### config.mk
export PLATFORM = sky130hd
export DESIGN_NAME = stream_xor_cipher_flat
export DESIGN_NICKNAME = d
export VERILOG_FILES = /design/src/rtl/stream_xor_cipher_if.sv /design/src/rtl/stream_xor_cipher.sv /design/src/flat_wrapper.sv
export SDC_FILE = /design/constraint.sdc
export NUM_CORES = 1
export LEC_CHECK = 0
export BUFFER_PORTS_ARGS = -buffer_cell sky130_fd_sc_hd__buf_2
export CORE_MARGIN = 8
export CORE_UTILIZATION = 53
export DETAILED_ROUTE_END_ITERATION = 8
export PLACE_DENSITY = 0.87
export SETUP_SLACK_MARGIN = 0.02
export SYNTH_ARGS = -nofsm -noshare
export SYNTH_HDL_FRONTEND = slang
export SYNTH_SLANG_ARGS = --single-unit
### constraint.sdc
create_clock -name i_aclk -period 10.9 [get_ports i_aclk]
set_input_delay 2.725 -clock i_aclk [delete_from_list [all_inputs] [get_ports i_aclk]]
set_output_delay 2.725 -clock i_aclk [all_outputs]
set_load 0.05 [all_outputs]
### src/rtl/stream_xor_cipher_if.sv
// -----------------------------------------------------------------------------
// stream_xor_cipher_if / stream_xor_key_if
//
// Purpose:
//   Handshake bundles used by stream_xor_cipher.
//   - stream_xor_cipher_if : AXI-Stream payload with frame markers (payload in,
//                            result out).
//   - stream_xor_key_if    : AXI-Stream keystream words (no frame markers).
//
// Signals:
//   tvalid  producer -> consumer  word valid
//   tready  consumer -> producer  word accepted when tvalid & tready
//   tdata   producer -> consumer  DATA_W-bit word
//   sof/eof producer -> consumer  first/last word of a frame (payload only)
//
// Modports: master = producer side, slave = consumer side.
// -----------------------------------------------------------------------------
interface stream_xor_cipher_if #(
    parameter int DATA_W = 32
);
    logic              tvalid;
    logic              tready;
    logic [DATA_W-1:0] tdata;
    logic              sof;
    logic              eof;

    modport master (output tvalid, output tdata, output sof, output eof, input tready);
    modport slave  (input tvalid, input tdata, input sof, input eof, output tready);
endinterface

interface stream_xor_key_if #(
    parameter int DATA_W = 32
);
    logic              tvalid;
    logic              tready;
    logic [DATA_W-1:0] tdata;

    modport master (output tvalid, output tdata, input tready);
    modport slave  (input tvalid, input tdata, output tready);
endinterface

### src/rtl/stream_xor_cipher.sv
// -----------------------------------------------------------------------------
// stream_xor_cipher
//
// Purpose:
//   XORs an AXI-Stream payload with a keystream word stream and forwards the
//   result through a 2-entry output buffer with full backpressure. A frame can
//   be passed through unmodified (bypass, chosen on its SOF beat). Frame
//   markers travel with the data; malformed framing raises a sticky flag.
//
// Ports:
//   i_aclk         sole clock
//   i_reset        synchronous, active-high reset
//   i_enable       accept new input words while high
//   i_bypass       bypass select, sampled on accepted SOF beats only
//   s_axis         payload input  (slave)
//   k_axis         keystream input (slave)
//   m_axis         result output  (master)
//   o_err_framing  sticky framing error, cleared only by reset
//   o_frame_cnt    accepted EOF beats   (only with STREAM_XOR_STAT_EN)
//   o_word_cnt     accepted beats       (only with STREAM_XOR_STAT_EN)
//
// Build option:
//   STREAM_XOR_STAT_EN  adds the two 32-bit wrapping statistics counters.
// -----------------------------------------------------------------------------
module stream_xor_cipher #(
    parameter int DATA_W = 32
) (
    input  logic                  i_aclk,
    input  logic                  i_reset,
    input  logic                  i_enable,
    input  logic                  i_bypass,
    stream_xor_cipher_if.slave    s_axis,
    stream_xor_key_if.slave       k_axis,
    stream_xor_cipher_if.master   m_axis,
    output logic                  o_err_framing
`ifdef STREAM_XOR_STAT_EN
    ,
    output logic [31:0]           o_frame_cnt,
    output logic [31:0]           o_word_cnt
`endif
);

    localparam logic [0:0] ST_IDLE  = 1'b0;
    localparam logic [0:0] ST_FRAME = 1'b1;

    typedef struct packed {
        logic              sof;
        logic              eof;
        logic [DATA_W-1:0] data;
    } entry_t;

    logic [0:0] state_q, state_d;
    logic       bypass_q, bypass_d;
    logic       err_q, err_d;

    entry_t     fifo_q [2];
    logic       wr_ptr_q;
    logic       rd_ptr_q;
    logic [1:0] cnt_q;

    logic       bypass_eff;
    logic       has_room;
    logic       acc;
    logic       pop;
    entry_t     push_entry;

    // A SOF beat on the bus selects its own frame's bypass mode immediately;
    // every other beat follows the mode latched at the last accepted SOF.
    assign bypass_eff = (s_axis.tvalid & s_axis.sof) ? i_bypass : bypass_q;
    assign has_room   = (cnt_q != 2'd2);

    // Readies are held low during reset so no beat can slip in on that edge.
    assign s_axis.tready = ~i_reset & i_enable & has_room & (bypass_eff | k_axis.tvalid);
    assign k_axis.tready = ~i_reset & i_enable & has_room & ~bypass_eff & s_axis.tvalid;

    assign acc = s_axis.tvalid & s_axis.tready;
    assign pop = m_axis.tvalid & m_axis.tready;

    assign m_axis.tvalid = (cnt_q != 2'd0);
    assign m_axis.tdata  = fifo_q[rd_ptr_q].data;
    assign m_axis.sof    = fifo_q[rd_ptr_q].sof;
    assign m_axis.eof    = fifo_q[rd_ptr_q].eof;
    assign o_err_framing = err_q;

    always_comb begin
        // NOTE: every variable gets a default first so no path leaves it
        // unassigned, which would otherwise infer a latch.
        state_d    = state_q;
        bypass_d   = bypass_q;
        err_d      = err_q;
        push_entry = '{sof:  s_axis.sof,
                       eof:  s_axis.eof,
                       data: bypass_eff ? s_axis.tdata : (s_axis.tdata ^ k_axis.tdata)};

        if (acc) begin
            if (s_axis.sof) begin
                bypass_d = i_bypass;
            end
            // Error when SOF arrives inside a frame, or a non-SOF beat
            // arrives between frames: both collapse to sof == in_frame.
            if (s_axis.sof == (state_q == ST_FRAME)) begin
                err_d = 1'b1;
            end
            // SOF=EOF=1 is a complete frame, so EOF always returns to IDLE.
            state_d = s_axis.eof ? ST_IDLE : ST_FRAME;
        end
    end

    always_ff @(posedge i_aclk) begin
        if (i_reset) begin
            state_q  <= ST_IDLE;
            bypass_q <= 1'b0;
            err_q    <= 1'b0;
            wr_ptr_q <= 1'b0;
            rd_ptr_q <= 1'b0;
            cnt_q    <= 2'd0;
            // NOTE: the buffer entries are reset because they drive
            // m_axis_tdata/sof/eof directly and those must read 0 after reset.
            for (int i = 0; i < 2; i++) begin
                fifo_q[i] <= '0;
            end
        end else begin
            // NOTE: non-blocking assignments so every register samples the
            // pre-edge values regardless of statement order.
            state_q  <= state_d;
            bypass_q <= bypass_d;
            err_q    <= err_d;
            if (acc) begin
                fifo_q[wr_ptr_q] <= push_entry;
                wr_ptr_q         <= ~wr_ptr_q;
            end
            if (pop) begin
                rd_ptr_q <= ~rd_ptr_q;
            end
            if (acc & ~pop) begin
                cnt_q <= cnt_q + 2'd1;
            end else if (~acc & pop) begin
                cnt_q <= cnt_q - 2'd1;
            end
        end
    end

`ifdef STREAM_XOR_STAT_EN
    logic [31:0] frame_cnt_q;
    logic [31:0] word_cnt_q;

    // Both counters wrap naturally from 0xFFFFFFFF to 0.
    always_ff @(posedge i_aclk) begin
        if (i_reset) begin
            frame_cnt_q <= 32'd0;
            word_cnt_q  <= 32'd0;
        end else if (acc) begin
            word_cnt_q <= word_cnt_q + 32'd1;
            if (s_axis.eof) begin
                frame_cnt_q <= frame_cnt_q + 32'd1;
            end
        end
    end

    assign o_frame_cnt = frame_cnt_q;
    assign o_word_cnt  = word_cnt_q;
`endif

endmodule

### src/flat_wrapper.sv
// flat-port wrapper written by rule: the top's interface ports become plain ports
module stream_xor_cipher_flat 
#(
    parameter int DATA_W = 32
)
  (i_aclk, i_reset, i_enable, i_bypass, o_err_framing, s_axis_tvalid, s_axis_tdata, s_axis_sof, s_axis_eof, s_axis_tready, k_axis_tvalid, k_axis_tdata, k_axis_tready, m_axis_tvalid, m_axis_tdata, m_axis_sof, m_axis_eof, m_axis_tready);
  stream_xor_cipher_if #(.DATA_W(DATA_W)) s_axis_i ();
  stream_xor_key_if #(.DATA_W(DATA_W)) k_axis_i ();
  stream_xor_cipher_if #(.DATA_W(DATA_W)) m_axis_i ();
  input  logic i_aclk;
  input  logic i_reset;
  input  logic i_enable;
  input  logic i_bypass;
  output logic o_err_framing;
  input wire logic [$bits(s_axis_i.tvalid)-1:0] s_axis_tvalid;
  input wire logic [$bits(s_axis_i.tdata)-1:0] s_axis_tdata;
  input wire logic [$bits(s_axis_i.sof)-1:0] s_axis_sof;
  input wire logic [$bits(s_axis_i.eof)-1:0] s_axis_eof;
  output wire logic [$bits(s_axis_i.tready)-1:0] s_axis_tready;
  input wire logic [$bits(k_axis_i.tvalid)-1:0] k_axis_tvalid;
  input wire logic [$bits(k_axis_i.tdata)-1:0] k_axis_tdata;
  output wire logic [$bits(k_axis_i.tready)-1:0] k_axis_tready;
  output wire logic [$bits(m_axis_i.tvalid)-1:0] m_axis_tvalid;
  output wire logic [$bits(m_axis_i.tdata)-1:0] m_axis_tdata;
  output wire logic [$bits(m_axis_i.sof)-1:0] m_axis_sof;
  output wire logic [$bits(m_axis_i.eof)-1:0] m_axis_eof;
  input wire logic [$bits(m_axis_i.tready)-1:0] m_axis_tready;
  assign s_axis_i.tvalid = s_axis_tvalid;
  assign s_axis_i.tdata = s_axis_tdata;
  assign s_axis_i.sof = s_axis_sof;
  assign s_axis_i.eof = s_axis_eof;
  assign s_axis_tready = s_axis_i.tready;
  assign k_axis_i.tvalid = k_axis_tvalid;
  assign k_axis_i.tdata = k_axis_tdata;
  assign k_axis_tready = k_axis_i.tready;
  assign m_axis_tvalid = m_axis_i.tvalid;
  assign m_axis_tdata = m_axis_i.tdata;
  assign m_axis_sof = m_axis_i.sof;
  assign m_axis_eof = m_axis_i.eof;
  assign m_axis_i.tready = m_axis_tready;
  stream_xor_cipher #(.DATA_W(DATA_W)) u_core (.i_aclk(i_aclk), .i_reset(i_reset), .i_enable(i_enable), .i_bypass(i_bypass), .s_axis(s_axis_i), .k_axis(k_axis_i), .m_axis(m_axis_i), .o_err_framing(o_err_framing));
endmodule
==> impl_metrics.json <==
{
  "status": "finished clean",
  "met1_length_um": 4010,
  "postPlaceCellArea_um2": 4770,
  "yosysSeqAreaShare": 0.528,
  "place_ws_ns": 4.16,
  "finalSetupTns_ns": 0,
  "synth_cells": 348,
  "worst_pin_slew_ns": 1.08,
  "dieArea_um2": 11000,
  "cts_buffers": 9,
  "die_h_um": 105,
  "met2_length_um": 5120,
  "cp-start-kind": "input pin",
  "grt-ovfl-total": 0,
  "routed_wl_um": 9920,
  "critical_path_class": "in -> out",
  "post_cts_buffers": 0,
  "utilization": 0.648,
  "synth_edf_count": 68,
  "synth_area_um2": 4170,
  "leakagePower_uw": 0.00201,
  "routed.top_layer": "met4",
  "slew_headroom": 0.276,
  "clock_sinks": 76,
  "gp_congestion": 0.819,
  "vias": 3269,
  "grt_pass1_wl_um": 15600,
  "core_area_um2": 7690,
  "grt_usage": 0.174,
  "n_fill_cell": 624,
  "antenna_cells": 0,
  "path_clk_slew_ns": 0.08,
  "async_reset_ff_frac": 0,
  "first_iter_violations": 147,
  "synth-seq-cells": 76,
  "die_w_um": 105,
  "firstDrtPassIters": 4,
  "finalSetupViolCount": 0,
  "cts_root_buf": "clkbuf_8",
  "rsz0062_at_grt": "no",
  "cp-end-kind": "output port",
  "post_drt_wl_per_cell_um": 18.2,
  "layout_setup_ws_ns": 4.16,
  "multiInputGateArea_um2": 1730,
  "period_minus_slack_ns": 6.74,
  "clk_latency_ns": 0.35,
  "syn-num-nets": 422,
  "finalMaxSlewViolations": 0,
  "cp.required_ns": 8.18,
  "detail-route-antenna-nets": 0,
  "finalCritPeriodShare": 0.618,
  "numPortBuffers": 110,
  "hold_viol": 0,
  "synth.distinct_cells": 34,
  "syn_to_final_growth_pct": 19.5,
  "seqCellArea_um2": 2200,
  "htree_levels": 3,
  "final_nets": 513,
  "cts_tree": "built",
  "drv_cap": 0,
  "max_freq_mhz": 148,
  "antenna_found_initial": 0,
  "grt_pass1_vias": 3300,
  "rows": 32,
  "critical_path_arrival_ns": 4.01,
  "met3_length_um": 604,
  "cts_resized": 0,
  "clk_path_buf_depth": 2,
  "via_per_inst": 5.99,
  "fin_area_um2": 4980,
  "avgSynthCellArea_um2": 12.0,
  "whs_ns": 0.500,
  "ys_warn_count": 0,
  "fin_skew_ns": 0.00685,
  "powerDensity_nw_per_um2": 181,
  "drc_errors": 0,
  "hold_path_class": "reg -> reg",
  "dp_hpwl_um": 6370,
  "cts_hold_buf": 0,
  "grt_max_degree": 73,
  "ios": 111,
  "ir_drop_mv": 0.161,
  "final_layout_size_suffix_gt1_frac": 0.419,
  "synth_ff_type": "edfxtp_1",
  "initial_core_util": 0.543,
  "cp_max_fo": 65
}
==> cell type report <==
type | count | share of cell area
flip-flops and latches | 76 | 0.442
multi-input cells | 202 | 0.346
repair buffers | 113 | 0.115
inverters | 37 | 0.0279
well taps | 102 | 0.0256
clock buffers | 9 | 0.0248
clock inverters | 7 | 0.0183
==> cell usage in the layout, fill, tap and decap left out, types with 3 or more instances in the layout <==
cell        n
nor2b_1     3
buf_4       3
edfxtp_1   68
or4_4      13
clkinv_2    3
xor2_1      4
or4_1      19
dfxtp_1     6
nor3_1      4
inv_1      36
a211oi_1   64
clkbuf_8    9
mux2_2     36
buf_2     110
o31ai_1    32
nor2_1      5
==> worst max-delay path: stages <==
cell,delay (ns)
buf_2,0.16
and3_4,0.63
nor3_1,0.11
nor2_1,0.11
buf_2,0.27
==> per-stage QoR <==
| stage | std cells | power (µW) |
|---|---|---|
| after detailed placement | 530 | 677 |
| after global placement | 530 | 671 |
| final | 546 | 903 |
| after global routing | 546 | 938 |
| after CTS | 546 | 907 |
| after floorplan | 348 | 604 |
==> flip-flops by register name, indices dropped and copies added, names as in the netlist, named ones only <==
name                  count
u_core.o_err_framing      1
u_core.wr_ptr_q           1
u_core.cnt_q              2
u_core.bypass_q           1
u_core.state_q            1
u_core.fifo_q            68
u_core.rd_ptr_q           1
==> cells in the mapped netlist (3+ instances only) <==
cell,n,area (µm²)
nor2b_1,3,18.8
inv_1,36,135
xor2_1,4,35.0
buf_2,4,20.0
or4_4,13,146
nor2_1,5,18.8
or4_1,19,143
edfxtp_1,68,2040
buf_6,3,33.8
dfxtp_1,8,160
clkbuf_1,23,86.3
o31ai_1,32,240
nor3_1,4,20.0
buf_1,3,11.3
a211oi_1,64,480
mux2_2,36,405
==> cell families (layout without fill, tap and decap cells) <==
kind of cell               Yosys count  count (layout)  synth area share
AOI/OAI and AO/OA                  107             107             0.195
DFF                                 76              76             0.528
buffers and inverters               70             166            0.0696
and+or+nand+nor                     53              53            0.0972
muxes                               37              37            0.0996
xor gates and xnor gates             4               4           0.00839
adders and majority gates            1               1           0.00300
==> path summary, 6_finish.rpt <==
| path | start | end | slack [ns] | cells after the start |
|---|---|---|---|---|
| hold / removal | u_core.o_err_framing$_SDFFE_PP0P_ | u_core.o_err_framing$_SDFFE_PP0P_ | 0.50 | 2 |
| setup / recovery | s_axis_tvalid | s_axis_tready | 4.16 | 5 |
| hold reg to reg | u_core.o_err_framing$_SDFFE_PP0P_ | u_core.o_err_framing$_SDFFE_PP0P_ | 0.50 | 2 |
| setup reg to reg | u_core.wr_ptr_q$_SDFFE_PP0P_ | u_core.fifo_q[1][26]$_SDFFCE_PN0P_ | 8.38 | 2 |
==> metal layers <==
layer / global-route usage / vias to the layer above
met5: 0 / -
met4: 0.0765 / 0
met3: 0.0467 / 22
met2: 0.307 / 108
met1: 0.193 / 1569
li1: - / 1570
==> report_power, final <==
part	internal (µW)	switching (µW)
Clock	128	105
Sequential	340	34.3
Combinational	95.9	200
No activity file was read; power rests on OpenSTA's default activity.
